===== src/rtl/disp_capture_wr.sv =====
// disp_capture_wr: writes a sampled RGB pixel stream into VRAM as 16-beat AXI4 write bursts
// Ports: ACLK/ARESETN clock and async active-low reset; PIX_EN + VGA_R/G/B/HS/VS/DE pixel input;
//   CAPADDR/CAPON/CLRDONE capture control; CAPDONE/FIFO_OVER/BRESP_ERR sticky status;
//   M_AXI_AW*/W*/B* AXI4 write master, one burst outstanding at a time.
module disp_capture_wr #(
  parameter int H_PIX      = 640,
  parameter int V_PIX      = 480,
  parameter int FIFO_DEPTH = 64
) (
  input  logic        ACLK,
  input  logic        ARESETN,
  input  logic        PIX_EN,
  input  logic [7:0]  VGA_R,
  input  logic [7:0]  VGA_G,
  input  logic [7:0]  VGA_B,
  input  logic        VGA_HS,
  input  logic        VGA_VS,
  input  logic        VGA_DE,
  input  logic [31:0] CAPADDR,
  input  logic        CAPON,
  input  logic        CLRDONE,
  output logic        CAPDONE,
  output logic        FIFO_OVER,
  output logic        BRESP_ERR,
  output logic [31:0] M_AXI_AWADDR,
  output logic [7:0]  M_AXI_AWLEN,
  output logic [2:0]  M_AXI_AWSIZE,
  output logic [1:0]  M_AXI_AWBURST,
  output logic        M_AXI_AWVALID,
  input  logic        M_AXI_AWREADY,
  output logic [31:0] M_AXI_WDATA,
  output logic [3:0]  M_AXI_WSTRB,
  output logic        M_AXI_WLAST,
  output logic        M_AXI_WVALID,
  input  logic        M_AXI_WREADY,
  input  logic [1:0]  M_AXI_BRESP,
  input  logic        M_AXI_BVALID,
  output logic        M_AXI_BREADY
);
  localparam int FRM_WORDS = H_PIX * V_PIX;
  localparam int NBURST    = FRM_WORDS / 16;
  localparam int AB        = $clog2(FIFO_DEPTH);
  typedef enum logic [1:0] {IDLE, ADDR, DATA, RESP} state_t;
  state_t      state_q;
  logic [31:0] mem [FIFO_DEPTH];
  logic [AB:0] wr_q, rd_q, level;
  logic [31:0] base_q, pix_cnt_q, burst_q, awaddr_q;
  logic [3:0]  beat_q;
  logic        vs_q, busy_q, awvalid_q, done_q, over_q, err_q;
  logic        arm, take, push, pop, full, unused_ok;
  assign level = wr_q - rd_q;
  assign full  = level[AB];
  // VS is only meaningful on pixel-enable cycles, so the edge detector samples on those alone
  assign arm  = PIX_EN && vs_q && !VGA_VS && CAPON && !busy_q;
  // pix_cnt_q counts queued words: after a drop, later pixels fill the gap so the
  // frame still ends with exactly FRM_WORDS written (shifted image, flagged by FIFO_OVER)
  assign take = busy_q && PIX_EN && VGA_DE && (pix_cnt_q < 32'(FRM_WORDS));
  assign push = take && !full;
  assign pop  = M_AXI_WVALID && M_AXI_WREADY;
  assign M_AXI_AWADDR  = awaddr_q;
  assign M_AXI_AWLEN   = 8'd15;
  assign M_AXI_AWSIZE  = 3'd2;
  assign M_AXI_AWBURST = 2'b01;
  assign M_AXI_AWVALID = awvalid_q;
  assign M_AXI_WDATA   = mem[rd_q[AB-1:0]];
  assign M_AXI_WSTRB   = 4'hF;
  // the burst only starts with 16 words queued, so WVALID never drops before beat 15
  assign M_AXI_WVALID  = (state_q == DATA) && (level != '0);
  assign M_AXI_WLAST   = (state_q == DATA) && (beat_q == 4'd15);
  assign M_AXI_BREADY  = state_q == RESP;
  assign CAPDONE       = done_q;
  assign FIFO_OVER     = over_q;
  assign BRESP_ERR     = err_q;
  assign unused_ok     = VGA_HS ^ (^CAPADDR[5:0]);
  always_ff @(posedge ACLK) begin
    if (push) mem[wr_q[AB-1:0]] <= {8'h00, VGA_R, VGA_G, VGA_B};
  end
  always_ff @(posedge ACLK or negedge ARESETN) begin
    if (!ARESETN) begin
      state_q   <= IDLE;
      wr_q      <= '0;
      rd_q      <= '0;
      base_q    <= '0;
      pix_cnt_q <= '0;
      burst_q   <= '0;
      awaddr_q  <= '0;
      beat_q    <= '0;
      vs_q      <= 1'b0;
      busy_q    <= 1'b0;
      awvalid_q <= 1'b0;
      done_q    <= 1'b0;
      over_q    <= 1'b0;
      err_q     <= 1'b0;
    end else begin
      if (PIX_EN) vs_q <= VGA_VS;
      if (push) wr_q <= wr_q + 1'b1;
      if (pop) rd_q <= rd_q + 1'b1;
      // clears come first so a same-cycle set event below wins
      if (CLRDONE) begin
        done_q <= 1'b0;
        over_q <= 1'b0;
        err_q  <= 1'b0;
      end
      if (take && full) over_q <= 1'b1;
      if (arm) begin
        base_q    <= {CAPADDR[31:6], 6'b0};
        pix_cnt_q <= '0;
        burst_q   <= '0;
        busy_q    <= 1'b1;
      end else if (push) pix_cnt_q <= pix_cnt_q + 32'd1;
      case (state_q)
        IDLE: if (level >= (AB+1)'(16)) begin
          state_q   <= ADDR;
          awvalid_q <= 1'b1;
          awaddr_q  <= base_q + (burst_q << 6);
        end
        ADDR: if (M_AXI_AWREADY) begin
          state_q   <= DATA;
          awvalid_q <= 1'b0;
          beat_q    <= '0;
        end
        DATA: if (pop) begin
          beat_q <= beat_q + 1'b1;
          if (beat_q == 4'd15) state_q <= RESP;
        end
        RESP: if (M_AXI_BVALID) begin
          state_q <= IDLE;
          burst_q <= burst_q + 32'd1;
          if (M_AXI_BRESP != 2'b00) err_q <= 1'b1;
          if (burst_q + 32'd1 == 32'(NBURST)) begin
            done_q <= 1'b1;
            busy_q <= 1'b0;
          end
        end
        default: state_q <= IDLE;
      endcase
    end
  end
endmodule

===== config.mk =====
export PLATFORM = sky130hd
export DESIGN_NAME = disp_capture_wr
export DESIGN_NICKNAME = d
export VERILOG_FILES = /design/src/rtl/disp_capture_wr.sv
export SDC_FILE = /design/constraint.sdc
export NUM_CORES = 2
export LEC_CHECK = 0
export BUFFER_PORTS_ARGS = -buffer_cell sky130_fd_sc_hd__buf_2
export CAP_MARGIN = 20
export CORE_MARGIN = 2
export CORE_UTILIZATION = 25
export DETAILED_ROUTE_END_ITERATION = 10
export HOLD_SLACK_MARGIN = 0.02
export PLACE_DENSITY = 0.42
export SETUP_SLACK_MARGIN = 0.1
export SYNTH_ARGS = -nofsm -noshare
export SYNTH_HDL_FRONTEND = slang
export SYNTH_SLANG_ARGS = --single-unit

===== constraint.sdc =====
create_clock -name ACLK -period 8.2 [get_ports ACLK]
set_input_delay 1.23 -clock ACLK [delete_from_list [all_inputs] [get_ports ACLK]]
set_output_delay 1.23 -clock ACLK [all_outputs]
set_load 0.02 [all_outputs]

; Word level (Yosys, flattened, before mapping)
; Memory sizes are Yosys's and may differ from the RTL's.
; Cells that the tools add are included.
[word_totals]
ff_bits = 148
mem_bits_rw = 1536
inputBits = 69
out_inout_bits = 88
word_cells = 93
memories = 1
[classes]
add_sub_neg = 7
magnitude_cmp = 2
n_eq_ne = 10
mux = 33
n_reduce_logical = 26
[memory_table]
columns = name, words, word_bits, rd, rd_clocked_by_memory_dff, write_ports, line_no
row1 = mem, 64, 24, 1, 0, 1, 45  ; logic [31:0] mem [FIFO_DEPTH];
[op_table]
columns = cell, count
row1 = two-way mux 32 bit, 5
row2 = "adder 32 x 1 -> 32 bit, second input constant", 2
row3 = adder 32 bit, 1
row4 = "equality test 32 x 15 -> 1 bit, second input constant", 1
row5 = "less-than comparator 32 x 19 -> 1 bit, second input constant", 1
row6 = two-way mux 1 bit, 18
row7 = "adder 7 x 1 -> 7 bit, second input constant", 2
row8 = logical AND 1 bit, 12
row9 = two-way mux 2 bit, 5
row10 = nonzero test 2 bit, 5
row11 = two-way mux 4 bit, 2
row12 = "!= test 2 bit, second input constant", 4
row13 = case mux 2 bit (4 select lines), 1
row14 = case mux 4 bit (2 select lines), 1
row15 = ">= comparator 7 x 5 -> 1 bit, second input constant", 1
row16 = nonzero test 7 bit, 1
row17 = subtractor 7 bit, 1
row18 = AND reduction 3 bit, 2
row19 = AND reduction 5 bit, 1
row20 = "adder 4 x 1 -> 4 bit, second input constant", 1
row21 = "equality test 2 bit, second input constant", 2
row22 = "equality test 4 bit, second input constant", 1
row23 = zero test 1 bit, 3
row24 = "equality test 2 x 1 -> 1 bit, second input constant", 1
row25 = 4 further kinds, 4

; Depth between registers and ports, before layout
[logic_depth]
word_depth = 8
mapped_depth = 13
ltp_nobuf = 11

; Least setup slack after synthesis
; OpenSTA, ideal clock, no wires.
[synth_path]
kind = register to register
from = register rd_q[1]
to = memory mem[27][0] (netlist name) (enable)
setup_time_ns = 0.405
arrival_ns = 4.279
slack_ns = 3.516
stages_incl_launch_ff = 12
path_buffers = 4
period_less_slack_ns = 4.684
path_cell_list = dfrtp_1 > clkbuf_1 > clkbuf_1 > buf_1 > inv_1 > fa_1 > a211oi_1 > nor2_1 > a2111oi_2 > buf_2 > nand4b_1 > nor2_1
[synth_between]
elab_chain_cells = 5
[synth_lines]
columns = item, line_no
row1 = start: declaration, 46  ; logic [AB:0] wr_q, rd_q, level;
row2 = start signal: assignment, 97  ; if (pop) rd_q <= rd_q + 1'b1;
row3 = subtractor 7 bit, 51  ; assign level = wr_q - rd_q;
row4 = zero test 1 bit, 58  ; assign push = take && !full;
row5 = logical AND 1 bit, 58
row6 = two-way mux 1 bit, 76  ; if (push) mem[wr_q[AB-1:0]] <= {8'h00, VGA_R, VGA_G, VGA_B};
row7 = two-way mux 1 bit (not written as such), 76
row8 = end: declaration, 45
; No other way between the ends.

; Final worst setup path
[layout_path]
from = register rd_q[0]
to = output M_AXI_WDATA[13]
[layout_between]
elab_chain_cells = 1
[layout_lines]
columns = item, line_no
row1 = memory read (64 x 24 bit), -
row2 = end: declaration, 31  ; output logic [31:0] M_AXI_WDATA,
; No other way between the ends.

==> impl_metrics.json <==
{
  "status": "finished clean",
  "skew_ns": 0.07889,
  "grt_pass1_wl_um": 259600,
  "synth_edf_count": 1536,
  "dr.pass1.iters": 5,
  "endpoint": "M_AXI_WDATA[13]",
  "die-area_sq_um": 272100,
  "vias": 32590,
  "async_flop_share": 0.08462,
  "cp.arrival_ns": 5.40,
  "syn_to_final_growth_pct": 17.34,
  "clk_pin_slew_ns": 0.06,
  "critPathBufInv": 3,
  "multi_input_area_sq_um": 16870,
  "die_h_um": 521.7,
  "power.leakage_nw": 25.09,
  "timing.critical_path.cells": "buf_12, buf_4, mux4_2, mux4_2, mux4_2, buf_2",
  "final_layout_size_suffix_gt1_frac": 0.2943,
  "irDropWorstVdd_mv": 0.2643,
  "cts_root_buf": "clkbuf_16",
  "power.switching_mw": 7.224,
  "ff2ff_setup_slack_ns": 2.76,
  "startpoint": "rd_q[0]",
  "fin_area_sq_um": 78610,
  "yosysUniqueCellTypes": 72,
  "clkPwrFrac": 0.325,
  "yosysWarnings": 0,
  "postSynth.topFlopCell": "edfxtp_1",
  "crit_top_cell": "mux4_2",
  "placed_area_sq_um": 72570,
  "yosysSeqAreaShare": 0.7415,
  "n_fill_cell": 26160,
  "max_slew_margin": 0.2514,
  "drv_slew": 0,
  "cpLargestDelayFamily": "multiplexers",
  "drc_errors": 0,
  "pwr-share-comb": 0.272,
  "switching_share": 0.2992,
  "path_max_fanout": 91,
  "grt_usage": 0.1325,
  "finalNetCount": 3604,
  "wire_per_inst_um": 25.42,
  "post_cts_buffers": 0,
  "r2r_end": "mem[8][15]",
  "gp_congestion": 0.7579,
  "crit_path_max_incr_delay_ns": 0.91,
  "h-tree-depth": 4,
  "cts_made_buffers": 185,
  "avgSynthCellArea_sq_um": 20.73,
  "path_class": "reg -> out",
  "die_w_um": 521.7,
  "p_int_mw": 16.92,
  "period_needed_ns": 6.626,
  "hold_viol": 0,
  "slowest_stage": "dfrtp_4",
  "pin_count": 157,
  "finalSetupTns_ns": 0,
  "cts.sinks": 1678,
  "fin_crit_sh": 0.8080,
  "setup_viol": 0,
  "cap_violations": 0,
  "fmax_mhz": 150.9,
  "initialDrtViolationCount": 2651,
  "crit_path_end_kind": "output port",
  "overflow": 0,
  "tightest_slew_ns": 1.120,
  "wl_um": 182800,
  "cts.path.max_buffers": 4,
  "post-dp-hpwl_um": 106000,
  "syn_area_sq_um": 66990,
  "layout.cells.non_filler": 7191,
  "start_util": 0.2507,
  "rows": 190,
  "via_per_inst": 4.531,
  "reg2reg_depth": 10,
  "coreArea_sq_um": 267200,
  "ctsHoldBuffers": 0,
  "ant_nets": 0,
  "synth_seq_cells": 1678,
  "grt_max_degree": 130,
  "dp.cells": 6833,
  "powerDensity_nw_per_um2": 307.2,
  "cp-start-kind": "register",
  "ff_latch_area_sq_um": 49690,
  "io_buffers": 118,
  "ctsResizeCount": 0,
  "grt_pass1_vias": 33520,
  "rsz0062_at_grt": "no",
  "min_path_type": "in -> async",
  "synthCells": 3231,
  "crit-reg2reg-launch": "rd_q[0]",
  "crit_required_ns": 6.97,
  "antenna_found_initial": 32,
  "clock_latency_ns": 0.84,
  "seqPwrFrac": 0.403,
  "cp.depth": 6,
  "cts_tree": "built"
}
==> state kept, by name, summed over array words and instances (netlist names), 2 cells and up <==
signal / cells
mem: 1536
burst_q: 32
pix_cnt_q: 32
M_AXI_AWADDR: 26
base_q: 26
rd_q: 7
wr_q: 7
beat_q: 4
state_q: 2
==> power groups by stage <==
stage | Sequential (mW) | Combinational (mW) | Clock, mW
floorplan | 9.76 | 4.44 | 0
detailed placement | 9.92 | 6.72 | 0
CTS | 9.74 | 6.73 | 8.08
global route | 9.76 | 7.01 | 8.40
global placement | 9.91 | 6.72 | 0
finish | 9.73 | 6.58 | 7.84
==> Yosys cell counts, types with 8 or more instances <==
cell type / count / area share
buf_2: 43 / 0.0032
xor2_1: 26 / 0.0034
a31oi_1: 18 / 0.0017
edfxtp_1: 1536 / 0.69
nand4_1: 38 / 0.0035
nand2_1: 178 / 0.010
clkbuf_1: 108 / 0.0061
xnor2_1: 24 / 0.0031
buf_1: 11 / 0.00062
o21ai_0: 86 / 0.0064
and2_1: 26 / 0.0024
ha_1: 42 / 0.0078
nand3_1: 31 / 0.0023
a21oi_1: 37 / 0.0028
nor3_1: 15 / 0.0011
inv_1: 30 / 0.0017
buf_4: 33 / 0.0037
or3_1: 8 / 0.00075
o31ai_1: 11 / 0.0012
mux4_2: 504 / 0.17
o21a_1: 9 / 0.0010
nor2_1: 114 / 0.0064
and3_1: 19 / 0.0018
dfrtp_1: 142 / 0.053
a21o_1: 18 / 0.0020
==> final cells by class <==
class                           instances  area share
Sequential cell                      1678      0.6321
Clock inverter                         89    0.008325
Tap cell                             3552     0.05654
Multi-Input combinational cell       1352      0.2146
Clock buffer                          233     0.06198
Antenna cell                           13   0.0004138
Timing Repair Buffer                  242     0.02437
Inverter                               32    0.001624
==> cell usage in the layout, fill, tap and decap left out, drive strengths merged, types with 35 or more instances in the layout <==
master  netlist  routed
nand2       178     178
dfrtp       142     142
a21oi        37      37
clkbuf      108     233
edfxtp     1536    1536
nor2        114     114
o21ai        87      87
buf          90     242
nand4        38      38
inv          32      35
clkinv        0      73
mux4        504     504
ha           42      42
==> metrics by stage <==
stage / utilization / total power, mW / hold slack [ns] / setup WS [ns]
after global routing: 0.2941 / 25.16 / 0.4366 / 1.165
after floorplan: - / 14.20 / 0.4523 / 3.516
after global placement: 0.2715 / 16.63 / 0.4582 / 2.049
final: 0.2942 / 24.15 / 0.4206 / 1.574
after CTS: 0.2923 / 24.55 / 0.4820 / 1.307
after detailed placement: 0.2716 / 16.64 / 0.4691 / 2.154
==> how the worst min path moves through the flow <==
| stage | to | slack [ns] | depth (start not counted) |
|---|---|---|---|
| global placement | M_AXI_AWADDR[9] | 0.46 | 2 |
| global route | M_AXI_AWADDR[10] | 0.44 | 1 |
| floorplan | base_q[10] | 0.45 | 2 |
| detailed placement | M_AXI_AWADDR[14] | 0.47 | 2 |
| CTS | M_AXI_AWADDR[14] | 0.48 | 2 |
| finish | base_q[11] | 0.42 | 1 |
==> cells by family (layout without fill, tap and decap cells) <==
logic type	count (synthesis)	count (layout)	share of synthesized area
flip-flops	1678	1678	0.7415
AND/OR/NAND/NOR	475	475	0.03373
adder cells (fa/ha/maj)	44	44	0.008442
multiplexers	512	512	0.1707
buffers and inverters	230	596	0.01588
XOR/XNOR	50	50	0.006537
AO/OA/AOI/OAI	240	240	0.02305
other	2	44	0.0001121
==> routing by layer <==
layer | vias up | global-route usage | wire, um
met2 | 746 | 0.2172 | 88010
li1 | 13910 | - | -
met3 | 250 | 0.02018 | 7636
met4 | 6 | 0.02971 | 3922
met5 | - | 0 | 41
met1 | 17670 | 0.1850 | 83160
No activity file was read; power rests on OpenSTA's default activity.
